`src/rtl/instruction_fetch_unit_pkg.sv`:
```
// Shared types and constants for the instruction fetch front end.
package instruction_fetch_unit_pkg;

    localparam int          INSTR_W          = 32;
    localparam logic [31:0] WORD_MASK        = 32'hFFFF_FFFC;
    localparam logic [31:0] DEFAULT_RESET_PC = 32'h0000_0000;

    typedef struct packed {
        logic [INSTR_W-1:0] instr;
        logic [31:0]        pc;
    } fetch_entry_t;

    localparam int ENTRY_W = $bits(fetch_entry_t);

endpackage

```
`src/rtl/fetch_fifo.sv`:
```
// Instruction/PC buffer; head is registered, visible the cycle after the push that fills it.
// No internal backpressure: flush beats push, pop is honoured alongside flush, head holds when empty.
module fetch_fifo
    import instruction_fetch_unit_pkg::*;
#(
    parameter int                 DEPTH      = 2,
    parameter logic [ENTRY_W-1:0] RESET_HEAD = '0,
    localparam int                AW         = $clog2(DEPTH)
) (
    input  logic               clk,
    input  logic               reset_n,
    input  logic               push,
    input  logic [ENTRY_W-1:0] push_dat,
    input  logic               pop,
    input  logic               flush,
    output logic [ENTRY_W-1:0] head_dat,
    output logic               full,
    output logic               empty,
    output logic [AW:0]        count
);

    fetch_entry_t  mem [DEPTH];
    fetch_entry_t  head;
    logic [AW-1:0] rd_ptr;
    logic [AW-1:0] wr_ptr;
    logic [AW-1:0] rd_nxt;
    logic [AW:0]   remain;
    logic [AW:0]   count_nxt;
    logic          do_pop;
    logic          do_push;

    assign empty     = (count == '0);
    assign full      = (count == (AW+1)'(DEPTH));
    assign do_pop    = pop & ~empty;
    assign do_push   = push & ~flush & (~full | do_pop);
    assign remain    = count - (AW+1)'(do_pop);
    assign count_nxt = flush ? '0 : remain + (AW+1)'(do_push);
    assign rd_nxt    = rd_ptr + AW'(do_pop);
    assign head_dat  = head;

    always_ff @(posedge clk) begin
        if (do_push) begin
            mem[wr_ptr] <= push_dat;
        end
    end

    always_ff @(posedge clk or negedge reset_n) begin
        if (!reset_n) begin
            rd_ptr <= '0;
            wr_ptr <= '0;
            count  <= '0;
            head   <= RESET_HEAD;
        end else begin
            count <= count_nxt;
            if (flush) begin
                rd_ptr <= '0;
                wr_ptr <= '0;
            end else begin
                rd_ptr <= rd_nxt;
                if (do_push) begin
                    wr_ptr <= wr_ptr + AW'(1);
                end
            end
            // A FIFO that drains to empty before this push makes the pushed entry the new head.
            if (count_nxt != '0) begin
                head <= (remain == '0) ? fetch_entry_t'(push_dat) : mem[rd_nxt];
            end
        end
    end

endmodule

```
`src/rtl/instruction_fetch_unit.sv`:
```
// Fetch PC owner: issues word reads, buffers returns, presents them to the core; 2-cycle fetch-to-valid with 1-cycle memory.
// Requests only while outstanding plus buffered entries leave room; redirects flush and drop in-flight data.
module instruction_fetch_unit
    import instruction_fetch_unit_pkg::*;
#(
    parameter logic [31:0] RESET_PC = DEFAULT_RESET_PC,
    parameter int          DEPTH    = 2
) (
    input  logic        clk,
    input  logic        reset_n,
    output logic        imem_req,
    output logic [31:0] imem_addr,
    input  logic        imem_gnt,
    input  logic        imem_rvalid,
    input  logic [31:0] imem_rdata,
    input  logic        redirect_valid,
    input  logic [31:0] redirect_pc,
    output logic        if_valid,
    input  logic        if_ready,
    output logic [31:0] if_instr,
    output logic [31:0] if_pc,
    output logic [31:0] if_pc_plus4
);

    localparam int CW = $clog2(DEPTH) + 1;

    logic [31:0]   fetch_pc;
    logic [31:0]   resp_pc;
    logic [CW-1:0] outstanding;
    logic [CW-1:0] drop_cnt;
    logic [CW-1:0] fifo_count;
    logic [CW:0]   in_use;
    logic          credit;
    logic          fire;
    logic          rsp_push;
    logic          fifo_empty;
    logic          fifo_full;
    fetch_entry_t  head_e;

    assign in_use    = {1'b0, outstanding} + {1'b0, fifo_count};
    assign credit    = (in_use < (CW+1)'(DEPTH));
    assign imem_req  = reset_n & credit & ~redirect_valid;
    assign imem_addr = fetch_pc;
    assign fire      = imem_req & imem_gnt;
    assign rsp_push  = imem_rvalid & ~redirect_valid & (drop_cnt == '0);

    always_ff @(posedge clk or negedge reset_n) begin
        if (!reset_n) begin
            fetch_pc    <= RESET_PC;
            resp_pc     <= RESET_PC;
            outstanding <= '0;
            drop_cnt    <= '0;
        end else begin
            outstanding <= outstanding + CW'(fire) - CW'(imem_rvalid);
            if (redirect_valid) begin
                // Everything still in flight belongs to the old path.
                fetch_pc <= redirect_pc & WORD_MASK;
                resp_pc  <= redirect_pc & WORD_MASK;
                drop_cnt <= outstanding - CW'(imem_rvalid);
            end else begin
                if (fire) begin
                    fetch_pc <= fetch_pc + 32'd4;
                end
                if (imem_rvalid) begin
                    if (drop_cnt != '0) begin
                        drop_cnt <= drop_cnt - CW'(1);
                    end else begin
                        resp_pc <= resp_pc + 32'd4;
                    end
                end
            end
        end
    end

    fetch_fifo #(
        .DEPTH      (DEPTH),
        .RESET_HEAD ({32'h0, RESET_PC})
    ) u_fifo (
        .clk      (clk),
        .reset_n  (reset_n),
        .push     (rsp_push),
        .push_dat ({imem_rdata, resp_pc}),
        .pop      (if_ready),
        .flush    (redirect_valid),
        .head_dat (head_e),
        .full     (fifo_full),
        .empty    (fifo_empty),
        .count    (fifo_count)
    );

    assign if_valid    = ~fifo_empty;
    assign if_instr    = head_e.instr;
    assign if_pc       = head_e.pc;
    assign if_pc_plus4 = head_e.pc + 32'd4;

    a_rvalid_expected: assert property (@(posedge clk) disable iff (!reset_n)
        imem_rvalid |-> (outstanding != '0));
    a_no_overflow: assert property (@(posedge clk) disable iff (!reset_n)
        rsp_push |-> (!fifo_full || if_ready));

endmodule

```
`config.mk`:
```
export PLATFORM = sky130hd
export DESIGN_NAME = instruction_fetch_unit
export DESIGN_NICKNAME = d
export VERILOG_FILES = /design/src/rtl/instruction_fetch_unit_pkg.sv /design/src/rtl/fetch_fifo.sv /design/src/rtl/instruction_fetch_unit.sv
export SDC_FILE = /design/constraint.sdc
export NUM_CORES = 1
export LEC_CHECK = 0
export BUFFER_PORTS_ARGS = -buffer_cell sky130_fd_sc_hd__buf_2
export CORE_MARGIN = 2
export CORE_UTILIZATION = 40
export DETAILED_ROUTE_END_ITERATION = 10
export PLACE_DENSITY_LB_ADDON = 0.05
export SLEW_MARGIN = 25
export SYNTH_ARGS = -nofsm -noshare
export SYNTH_HDL_FRONTEND = slang
export SYNTH_SLANG_ARGS = --single-unit
```
`constraint.sdc`:
```
create_clock -name clk -period 21.7 [get_ports clk]
set_input_delay 4.34 -clock clk [delete_from_list [all_inputs] [get_ports clk]]
set_output_delay 4.34 -clock clk [all_outputs]
set_load 0.02 [all_outputs]
```
==> results of run 1 <==
[sequential cells by signal (all words and copies together), names as in the netlist]
signal and flops:
u_fifo.head_dat 62, u_fifo.wr_ptr 1, imem_addr 30, u_fifo.mem 124, outstanding 2, drop_cnt 2
u_fifo.count 2, u_fifo.rd_ptr 1, resp_pc 30
[cell families after synthesis]
group | synth area share, %
and+or+nand+nor | 19.6
AOI/OAI and AO/OA | 16.9
DFF | 54.8
buffers and inverters | 3.92
xor gates and xnor gates | 3.27
adders and majority gates | 1.04
muxes | 0.481
other | 0.0294
[synth_stat cells (2+ instances only)]
cell type / count / area (sq um)
a2111oi_0: 63 / 552
a311oi_1: 5 / 43.8
o221ai_1: 2 / 17.5
mux2i_1: 5 / 50.1
inv_2: 2 / 7.51
and4_1: 15 / 131
a22oi_1: 4 / 30.0
nor3_1: 14 / 70.1
o211ai_1: 10 / 75.1
nor4_2: 2 / 25.0
buf_4: 6 / 45.0
o22ai_1: 6 / 37.5
or4_1: 19 / 143
and3b_1: 62 / 543
xor2_1: 17 / 149
ha_1: 9 / 113
o31ai_1: 12 / 90.1
o311a_1: 2 / 20.0
o31a_1: 7 / 61.3
or3_1: 6 / 37.5
a21oi_1: 9 / 45.0
buf_2: 6 / 30.0
o21a_1: 5 / 37.5
nor4_1: 11 / 68.8
dfrtp_1: 130 / 3250
o21ai_0: 77 / 385
nand3_1: 39 / 195
inv_1: 23 / 86.3
and3_1: 11 / 68.8
a31oi_1: 20 / 125
nand2b_1: 5 / 31.3
and2_1: 18 / 113
nor2_1: 95 / 357
or2_2: 3 / 18.8
xnor2_1: 28 / 245
nor2b_1: 3 / 18.8
o2bb2ai_1: 56 / 490
o311ai_0: 9 / 78.8
nand4_1: 30 / 188
nand2_1: 111 / 417
buf_1: 3 / 11.3
edfxtp_1: 124 / 3720
a221oi_1: 3 / 26.3
clkbuf_1: 82 / 308
[worst max-delay path: cells and delay by family]
| family | cells | cell delay [ns] |
|---|---|---|
| AND/OR/NAND/NOR | 1 | 0.77 |
| buffers and inverters | 3 | 1.06 |
[how the worst max path moves through the flow]
stage / cells after the start / from / end
final: 4 / reset_n / imem_req
after global routing: 4 / reset_n / imem_req
after CTS: 4 / reset_n / imem_req
after detailed placement: 4 / reset_n / imem_req
after global placement: 4 / reset_n / imem_req
after floorplan: 4 / redirect_valid / u_fifo.mem[0][10]
[report_power, final]
part | internal [uW] | leakage [uW] | switching (uW)
Sequential | 608 | 0.00267 | 107
Clock | 283 | 0.000456 | 193
Combinational | 246 | 0.00269 | 487
Total | 1140 | 0.00581 | 788
[final cells by class]
type | count | share of cell area, %
tap | 402 | 3.38
multi-input combinational | 813 | 35.8
sequential | 254 | 46.9
inverter | 25 | 0.630
clock inverter | 10 | 0.496
timing repair buffer | 202 | 7.01
clock buffer | 46 | 5.79
[per-stage QoR]
step,instances,utilization [%],total power (uW),hold WS (ns)
final,1752,47.3,1930,0.480
after global routing,1752,47.3,2050,0.496
after CTS,1752,47.3,1950,0.485
after detailed placement,1696,44.3,1470,0.468
after global placement,1696,44.3,1460,0.465
after floorplan,1190,-,1190,0.440
[metal layers]
layer / track usage, % / up-vias / part of all wire (%)
li1: - / 4797 / -
met1: 30.5 / 5028 / 47
met2: 35.8 / 238 / 48
met3: 2.31 / 35 / 3.8
met4: 5.10 / 0 / 1.7
met5: 0 / - / 0
==> results.py, run 1 <==
metrics = {
    "cts": {
        "hold_buffers": 0,
        "postCtsSetupBuffers": 0,
        "clk_latency_ns": 0.54,
        "max-clock-path-buffers": 3,
        "clockRootBuffer": "clkbuf_16",
        "clk_pin_slew_ns": 0.05,
        "post_cts_resized": 0,
        "numCtsBuffers": 30,
        "htreeDepth": 1,
        "cts_tree": "built",
        "clock_sinks": 254,
    },
    "placement": {
        "placed_cell_area_sq_um": 14000,
        "io_buffers": 191,
        "place_congestion": 0.826,
        "preCtsSetupSlack_ns": 11.10,
        "dp_hpwl_um": 21900,
    },
    "die": {
        "placementRows": 65,
        "start_util_pct": 40.5,
        "coreArea_sq_um": 31500,
        "ios": 200,
        "dieArea_sq_um": 33300,
        "die_x_um": 182,
        "die_h_um": 182,
    },
    "sta": {
        "fin_setup_tns_ns": 0,
        "report.final.slew_viol_count": 0,
        "max-slew-margin-rel_pct": 30.1,
        "setup_ws_ns": 11.17,
        "rsz0062_at_grt": "false",
        "period_share_pct": 48.5,
        "finalHoldViolations": 0,
        "fmax_ghz": 0.0950,
        "skew_ns": 0.0147,
        "tightest_slew_ns": 1.05,
        "setup_viol": 0,
        "fin_crit_ns": 10.53,
    },
    "drt": {
        "wl_per_cell_um": 20.7,
        "vias": 10100,
        "dr.pass1.iters": 5,
        "drc": 0,
        "wirelength_um": 36200,
        "drtIter0Drc": 637,
        "ant_nets": 0,
        "routed_via_density": 5.76,
    },
    "finish": {
        "design_area_sq_um": 14900,
        "syn_to_final_growth_pct": 16.9,
        "layout_common_cells": "buf_2, dfrtp_1, edfxtp_1",
        "num-fill-cells": 2957,
        "final_common_cell": "buf_2",
        "diodes": 0,
        "drive_above_1_share_pct": 19.5,
        "nets": 1406,
        "register_area_sq_um": 6980,
        "multi_input_area_sq_um": 5340,
    },
    "logic_synthesis": {
        "postSynthAreaPerCell_sq_um": 10.7,
        "synthCells": 1185,
        "synth_ff_type": "dfrtp_1",
        "yosysSeqAreaShare_pct": 54.8,
        "synth_cell_types": 60,
        "yosysWarnings": 0,
        "synth_edf_count": 124,
        "ys_ff_latch": 254,
        "async_reset_ff_share_pct": 51.2,
        "netlist_area_sq_um": 12700,
    },
    "grt": {
        "antenna_found_initial": 0,
        "grt_use_total_pct": 21.6,
        "grt_pass1_wl_um": 57200,
        "grt_overflow": 0,
        "grt_pass1_vias": 9911,
        "grt_max_degree": 99,
    },
    "critical_path": {
        "required_ns": 17.36,
        "slowest_stage": "or4b_1",
        "start_kind": "primary input",
        "timing.reg2reg.setup_slack_ns": 18.17,
        "critPathMaxStageDelay_ns": 0.77,
        "arrival_ns": 6.19,
        "r2r_cells": 11,
        "crit_path_end_kind": "primary output",
        "criticalPathCategory": "primary input to primary output",
        "path_cells": "buf_6 -> or4b_1 -> inv_2 -> buf_2",
        "worstPathMaxFanout": 73,
        "r2r_start": "u_fifo.count[0]",
        "r2r-end": "outstanding[1]",
    },
    "flow_run": {
        "maxCapViolCount": 0,
    },
    "power": {
        "powerDensity_nw_per_um2": 129,
        "leakage_uw": 0.00581,
        "ir_drop_uv": 78.0,
    },
    "worst_hold_path": {
        "holdPathStages": 1,
        "hold_start": "u_fifo.head_dat[48]",
        "hold_end": "u_fifo.head_dat[48]",
        "hold_path.class": "register to register",
    },
    "outcome": {
        "outcome": "completed",
    },
}
Note: power is estimated with default switching activity, not from simulation.
==> run 2, diff against run 1 <==
==> constraint.sdc (replaced) <==
create_clock -name clk -period 8.6 [get_ports clk]
set_input_delay 1.72 -clock clk [delete_from_list [all_inputs] [get_ports clk]]
set_output_delay 1.72 -clock clk [all_outputs]
set_load 0.02 [all_outputs]
==> run 2 against run 1 <==
  * Utilization increased by 0.15 points
  * Register-to-register slack worse by 13 ns
  * Critical path depth is the same
  * Sequential power grew to 2.5 times the previous value
  * Sequential share of layout area decreased by 0.15 points
  * First-iteration DRC count is 9.4% higher
  * Clock power rose to 2.6 times the previous value
  * Total power increased to 2.6 times the previous value
  * Setup slack lost 7.9 ns
  * Die area stayed put
  * Cell area rose by 0.32%
==> results.py, run 2 (synthesis results as in run 1) <==
metrics = {
    "outcome": {
        "outcome": "completed",
    },
    "sta": {
        "fmax_ghz": 0.186,
        "setup_viol": 0,
        "rsz0062_at_grt": "false",
        "setup_ws_ns": 3.24,
        "skew_ns": 0.0124,
        "fin_crit_ns": 5.36,
        "period_share_pct": 62.4,
        "finalHoldViolations": 0,
        "fin_setup_tns_ns": 0,
        "tightest_slew_ns": 0.996,
        "report.final.slew_viol_count": 0,
        "max-slew-margin-rel_pct": 33.0,
    },
    "placement": {
        "dp_hpwl_um": 22000,
        "preCtsSetupSlack_ns": 3.16,
        "place_congestion": 0.821,
        "placed_cells": 1696,
        "io_buffers": 191,
    },
    "cts": {
        "max-clock-path-buffers": 3,
        "cts_tree": "built",
        "htreeDepth": 1,
        "post_cts_resized": 0,
        "clk_latency_ns": 0.55,
        "hold_buffers": 0,
        "numCtsBuffers": 30,
        "clockRootBuffer": "clkbuf_16",
        "clock_sinks": 254,
        "postCtsSetupBuffers": 0,
        "clk_pin_slew_ns": 0.06,
    },
    "die": {
        "coreArea_sq_um": 31500,
        "die_x_um": 182,
        "die_h_um": 182,
        "dieArea_sq_um": 33300,
        "ios": 200,
        "start_util_pct": 40.5,
        "placementRows": 65,
    },
    "finish": {
        "top_register": "u_fifo.mem",
        "fin_cells": 1751,
        "drive_above_1_share_pct": 19.8,
        "num-fill-cells": 2950,
        "syn_to_final_growth_pct": 17.3,
        "largest_register_ffs": 124,
        "nets": 1406,
        "multi_input_area_sq_um": 5350,
        "diodes": 0,
        "layout_common_cells": "buf_2, dfrtp_1, edfxtp_1",
        "final_common_cell": "buf_2",
        "register_area_sq_um": 6980,
    },
    "power": {
        "ir_drop_uv": 199,
        "powerDensity_nw_per_um2": 330,
        "total_power_uw": 4930,
        "leakage_uw": 0.00584,
    },
    "drt": {
        "ant_nets": 0,
        "routed_via_density": 5.81,
        "vias": 10200,
        "wirelength_um": 36600,
        "dr.pass1.iters": 5,
        "drtIter0Drc": 697,
        "wl_per_cell_um": 20.9,
        "drc": 0,
    },
    "critical_path": {
        "cp-startpoint": "reset_n",
        "r2r_cells": 11,
        "arrival_ns": 3.64,
        "start_kind": "primary input",
        "crit_path_end_kind": "primary output",
        "worstPathMaxFanout": 80,
        "r2r_start": "u_fifo.count[0]",
        "criticalPathCategory": "primary input to primary output",
        "required_ns": 6.88,
    },
    "grt": {
        "antenna_found_initial": 0,
        "grt_pass1_vias": 9946,
        "grt_overflow": 0,
        "grt_use_total_pct": 21.9,
        "grt_pass1_wl_um": 57800,
        "grt_max_degree": 81,
    },
    "flow_run": {
        "maxCapViolCount": 0,
    },
    "worst_hold_path": {
        "holdPathStages": 1,
        "hold_start": "u_fifo.head_dat[39]",
        "hold_path.class": "register to register",
    },
}
[run 2: routing by layer]
layer | global-route usage [%] | share of wire [%]
met2 | 36.1 | 47
met4 | 5.13 | 2.1
met1 | 30.7 | 46
met5 | 0 | 0
met3 | 3.09 | 4.8
[run 2: worst paths after layout]
| path | end | slack (ns) |
|---|---|---|
| hold reg to reg | u_fifo.head_dat[39] | 0.48 |
| setup reg to reg | outstanding[1] | 5.08 |
| min in group asynchronous | outstanding[1] | 1.24 |
| hold / removal | u_fifo.head_dat[39] | 0.48 |
| setup / recovery | imem_req | 3.24 |
| max in group asynchronous | u_fifo.rd_ptr | 5.97 |
[run 2: final cells by class]
class | count | area share, %
Sequential cell | 254 | 46.7
Multi-Input combinational cell | 813 | 35.8
Timing Repair Buffer | 202 | 6.99
Clock buffer | 42 | 5.74
Tap cell | 402 | 3.37
Clock inverter | 13 | 0.762
Inverter | 25 | 0.628
[run 2: worst max-delay path, stage by stage]
cell and delay, ns:
buf_6 0.59, or4b_1 0.78, inv_2 0.31, buf_2 0.21
[run 2: power breakdown]
| part | total [uW] | switching, uW | internal, uW |
|---|---|---|---|
| registers | 1810 | 278 | 1530 |
| clock network | 1250 | 500 | 750 |
| logic | 1860 | 1240 | 622 |
[run 2: per-stage QoR]
step | cell area (sq um) | utilization (%) | hold WS [ns]
2_1_floorplan | 12800 | - | 0.440
3_3_place_gp | 14000 | 44.4 | 0.465
3_5_place_dp | 14000 | 44.4 | 0.469
4_1_cts | 14900 | 47.5 | 0.486
5_1_grt | 14900 | 47.5 | 0.505
6_report | 14900 | 47.5 | 0.478
==> run 3, diff against run 2 <==
--- a/config.mk
+++ b/config.mk
@@ -5,6 +5,7 @@
 export SDC_FILE = /design/constraint.sdc
 export NUM_CORES = 1
 export LEC_CHECK = 0
+export ABC_AREA = 1
 export BUFFER_PORTS_ARGS = -buffer_cell sky130_fd_sc_hd__buf_2
 export CORE_MARGIN = 2
 export CORE_UTILIZATION = 40
==> constraint.sdc (replaced) <==
create_clock -name clk -period 5.15 [get_ports clk]
set_input_delay 1.03 -clock clk [delete_from_list [all_inputs] [get_ports clk]]
set_output_delay 1.03 -clock clk [all_outputs]
set_load 0.02 [all_outputs]
==> run 3 against run 2 <==
  * Die area barely moved
  * Non-clock buffer count rose by 3
  * Clock power rose by 66%
  * Final cell count rose by 22%
  * Sequential power rose by 72%
  * Global-route usage fell by 1.0 points
  * Wire length fell by 6.0%
  * Sequential share of layout area fell by 0.45 points
  * Critical path depth rose by 5
  * Via count rose by 3.8%
  * Critical path type is now register to primary output
==> results.py, run 3 <==
metrics = {
    "power": {
        "leakage_uw": 0.00701,
        "powerDensity_nw_per_um2": 590,
        "ir_drop_uv": 457,
    },
    "grt": {
        "grt_use_total_pct": 20.9,
        "antenna_found_initial": 0,
        "grt_max_degree": 70,
        "grt_pass1_vias": 10200,
        "grt_overflow": 0,
        "grt_pass1_wl_um": 55500,
    },
    "finish": {
        "drive_above_1_share_pct": 17.5,
        "largest_register_ffs": 124,
        "num-fill-cells": 3105,
        "nets": 1785,
        "top_register": "u_fifo.mem",
        "layout_common_cells": "nand2_1, nand3_1, buf_2",
        "syn_to_final_growth_pct": 18.4,
        "fin_cells": 2130,
        "final_common_cell": "nand2_1",
        "diodes": 0,
        "design_area_sq_um": 15100,
    },
    "sta": {
        "tightest_slew_ns": 0.878,
        "max-slew-margin-rel_pct": 41.5,
        "fin_setup_tns_ns": 0,
        "fin_crit_ns": 3.61,
        "setup_viol": 0,
        "fmax_ghz": 0.277,
        "period_share_pct": 70.0,
        "finalHoldViolations": 0,
        "rsz0062_at_grt": "false",
        "report.final.slew_viol_count": 0,
        "skew_ns": 0.0188,
    },
    "cts": {
        "numCtsBuffers": 29,
        "clock_sinks": 254,
        "clk_pin_slew_ns": 0.06,
        "clockRootBuffer": "clkbuf_16",
        "cts_tree": "built",
        "max-clock-path-buffers": 3,
        "htreeDepth": 1,
        "clk_latency_ns": 0.55,
        "postCtsSetupBuffers": 0,
        "hold_buffers": 0,
        "post_cts_resized": 0,
    },
    "placement": {
        "place_congestion": 0.857,
        "placed_cells": 2076,
        "io_buffers": 191,
        "placed_cell_area_sq_um": 14100,
        "dp_hpwl_um": 23100,
    },
    "drt": {
        "dr.pass1.iters": 5,
        "wl_per_cell_um": 16.1,
        "vias": 10600,
        "ant_nets": 0,
        "routed_via_density": 4.95,
        "wirelength_um": 34400,
        "drtIter0Drc": 661,
        "drc": 0,
    },
    "logic_synthesis": {
        "synth_xor_area_share_pct": 3.15,
        "synth.area.mux_share_pct": 0,
        "synth_cell_types": 37,
        "async_reset_ff_share_pct": 51.2,
        "synth_fa_ha_area_share_pct": 1.04,
        "synthCells": 1524,
        "ys_ff_latch": 254,
        "postSynthAreaPerCell_sq_um": 8.35,
        "yosysWarnings": 0,
        "synth_area_leaders": "edfxtp_1, dfrtp_1, nand2_1",
        "synth_compound_area_share_pct": 3.58,
        "synth_top_family_by_area": "simple AND/OR/NAND/NOR gates",
        "synth.most_common_cell": "nand2_1",
        "synth_edf_count": 124,
        "synth_top_area_share_pct": 29.3,
        "synth_ff_type": "dfrtp_1",
        "yosysSeqAreaShare_pct": 54.8,
        "synth_top_area_cell": "edfxtp_1",
        "synth-simple-area-share_pct": 31.9,
        "synth_common_cells": "nand2_1, nand3_1, dfrtp_1",
        "netlist_area_sq_um": 12700,
    },
    "critical_path": {
        "start_kind": "register",
        "worstPathMaxFanout": 5,
        "required_ns": 4.12,
        "critPathMaxStageDelay_ns": 0.44,
        "criticalPathCategory": "register to primary output",
        "crit_path_end_kind": "primary output",
        "path_cells": "ha_1 -> inv_1 -> nor2_2 -> nand2_1 -> nor2_1 -> nand2_1 -> nor3_1 -> xor2_1 -> buf_2",
        "arrival_ns": 2.58,
        "slowest_stage": "dfrtp_1",
        "cpMostUsedCell": "nand2_1",
    },
    "die": {
        "die_x_um": 182,
        "die_h_um": 182,
        "start_util_pct": 40.4,
        "placementRows": 65,
        "coreArea_sq_um": 31500,
        "ios": 200,
        "dieArea_sq_um": 33300,
    },
    "outcome": {
        "outcome": "completed",
    },
    "worst_hold_path": {
        "hold_path.class": "register to register",
    },
    "flow_run": {
        "maxCapViolCount": 0,
    },
}
==> run 3: cell count changes in the layout (fill, tap and decap cells not counted), sizes merged, moves of 16 or more <==
cell / before / now
nand3: 39 / 204
o2bb2ai: 56 / 0
inv: 26 / 113
nor2: 96 / 126
and2: 18 / 2
nand4: 30 / 14
or2: 3 / 38
nand2: 111 / 561
o21ai: 77 / 22
and3b: 62 / 0
or4: 19 / 0
a2111oi: 63 / 0
==> run 3: kinds of logic after synthesis <==
logic type	Yosys count
XOR/XNOR	44
other	1
flip-flops	254
AO/OA/AOI/OAI	77
adder cells (fa/ha/maj)	10
AND/OR/NAND/NOR	966
buffers and inverters	172
==> run 3: cell type report <==
type | instances | area, sq um | share of cell area [%]
clock buffer | 39 | 803 | 5.33
clock inverter | 15 | 155 | 1.03
inverter | 112 | 420 | 2.79
multi-input combinational | 1103 | 5110 | 33.9
sequential | 254 | 6980 | 46.3
tap | 402 | 503 | 3.34
timing repair buffer | 205 | 1100 | 7.33
==> run 3: path summary, 6_finish.rpt <==
check,from,endpoint,slack [ns],cells after the start
worst min register to register,u_fifo.head_dat[55],u_fifo.head_dat[55],0.47,2
worst max-delay path,u_fifo.head_dat[2],if_pc_plus4[26],1.54,9
max in group asynchronous,reset_n,resp_pc[28],3.28,2
worst min-delay path,u_fifo.head_dat[55],u_fifo.head_dat[55],0.47,2
min in group asynchronous,reset_n,u_fifo.head_dat[61],0.51,1
worst max register to register,drop_cnt[0],u_fifo.head_dat[19],1.84,14
==> run 3: per-stage QoR <==
stage / utilization [%] / total power [uW] / setup slack (ns) / hold WS, ns
3_3_place_gp: 44.9 / 6870 / 1.32 / 0.457
2_1_floorplan: - / 5650 / 0.621 / 0.470
6_report: 47.9 / 8900 / 1.54 / 0.469
3_5_place_dp: 44.9 / 6920 / 1.29 / 0.461
4_1_cts: 47.9 / 9000 / 1.48 / 0.477
5_1_grt: 47.9 / 9580 / 1.26 / 0.489
==> run 3: worst max-delay path: cells and delay by family, from the launching register on <==
kind / cells / cell delay, ns
flops: 1 / 0.44
fa+ha+maj: 1 / 0.25
buf+inv: 2 / 0.26
simple gates: 5 / 0.92
xor+xnor: 1 / 0.16
==> run 3: report_power, final <==
group	switching [uW]	leakage [uW]	internal [uW]
combinational	2500	0.00383	1210
clock	825	0.000469	1240
sequential	507	0.00271	2620
==> run 3: metal layers <==
metal	global-route usage, %	vias to the layer above	wire length, um
met4	4.03	0	483
met1	31.4	4884	17100
met3	2.65	33	1830
li1	-	5323	-
met2	32.5	314	14900
met5	0	-	0
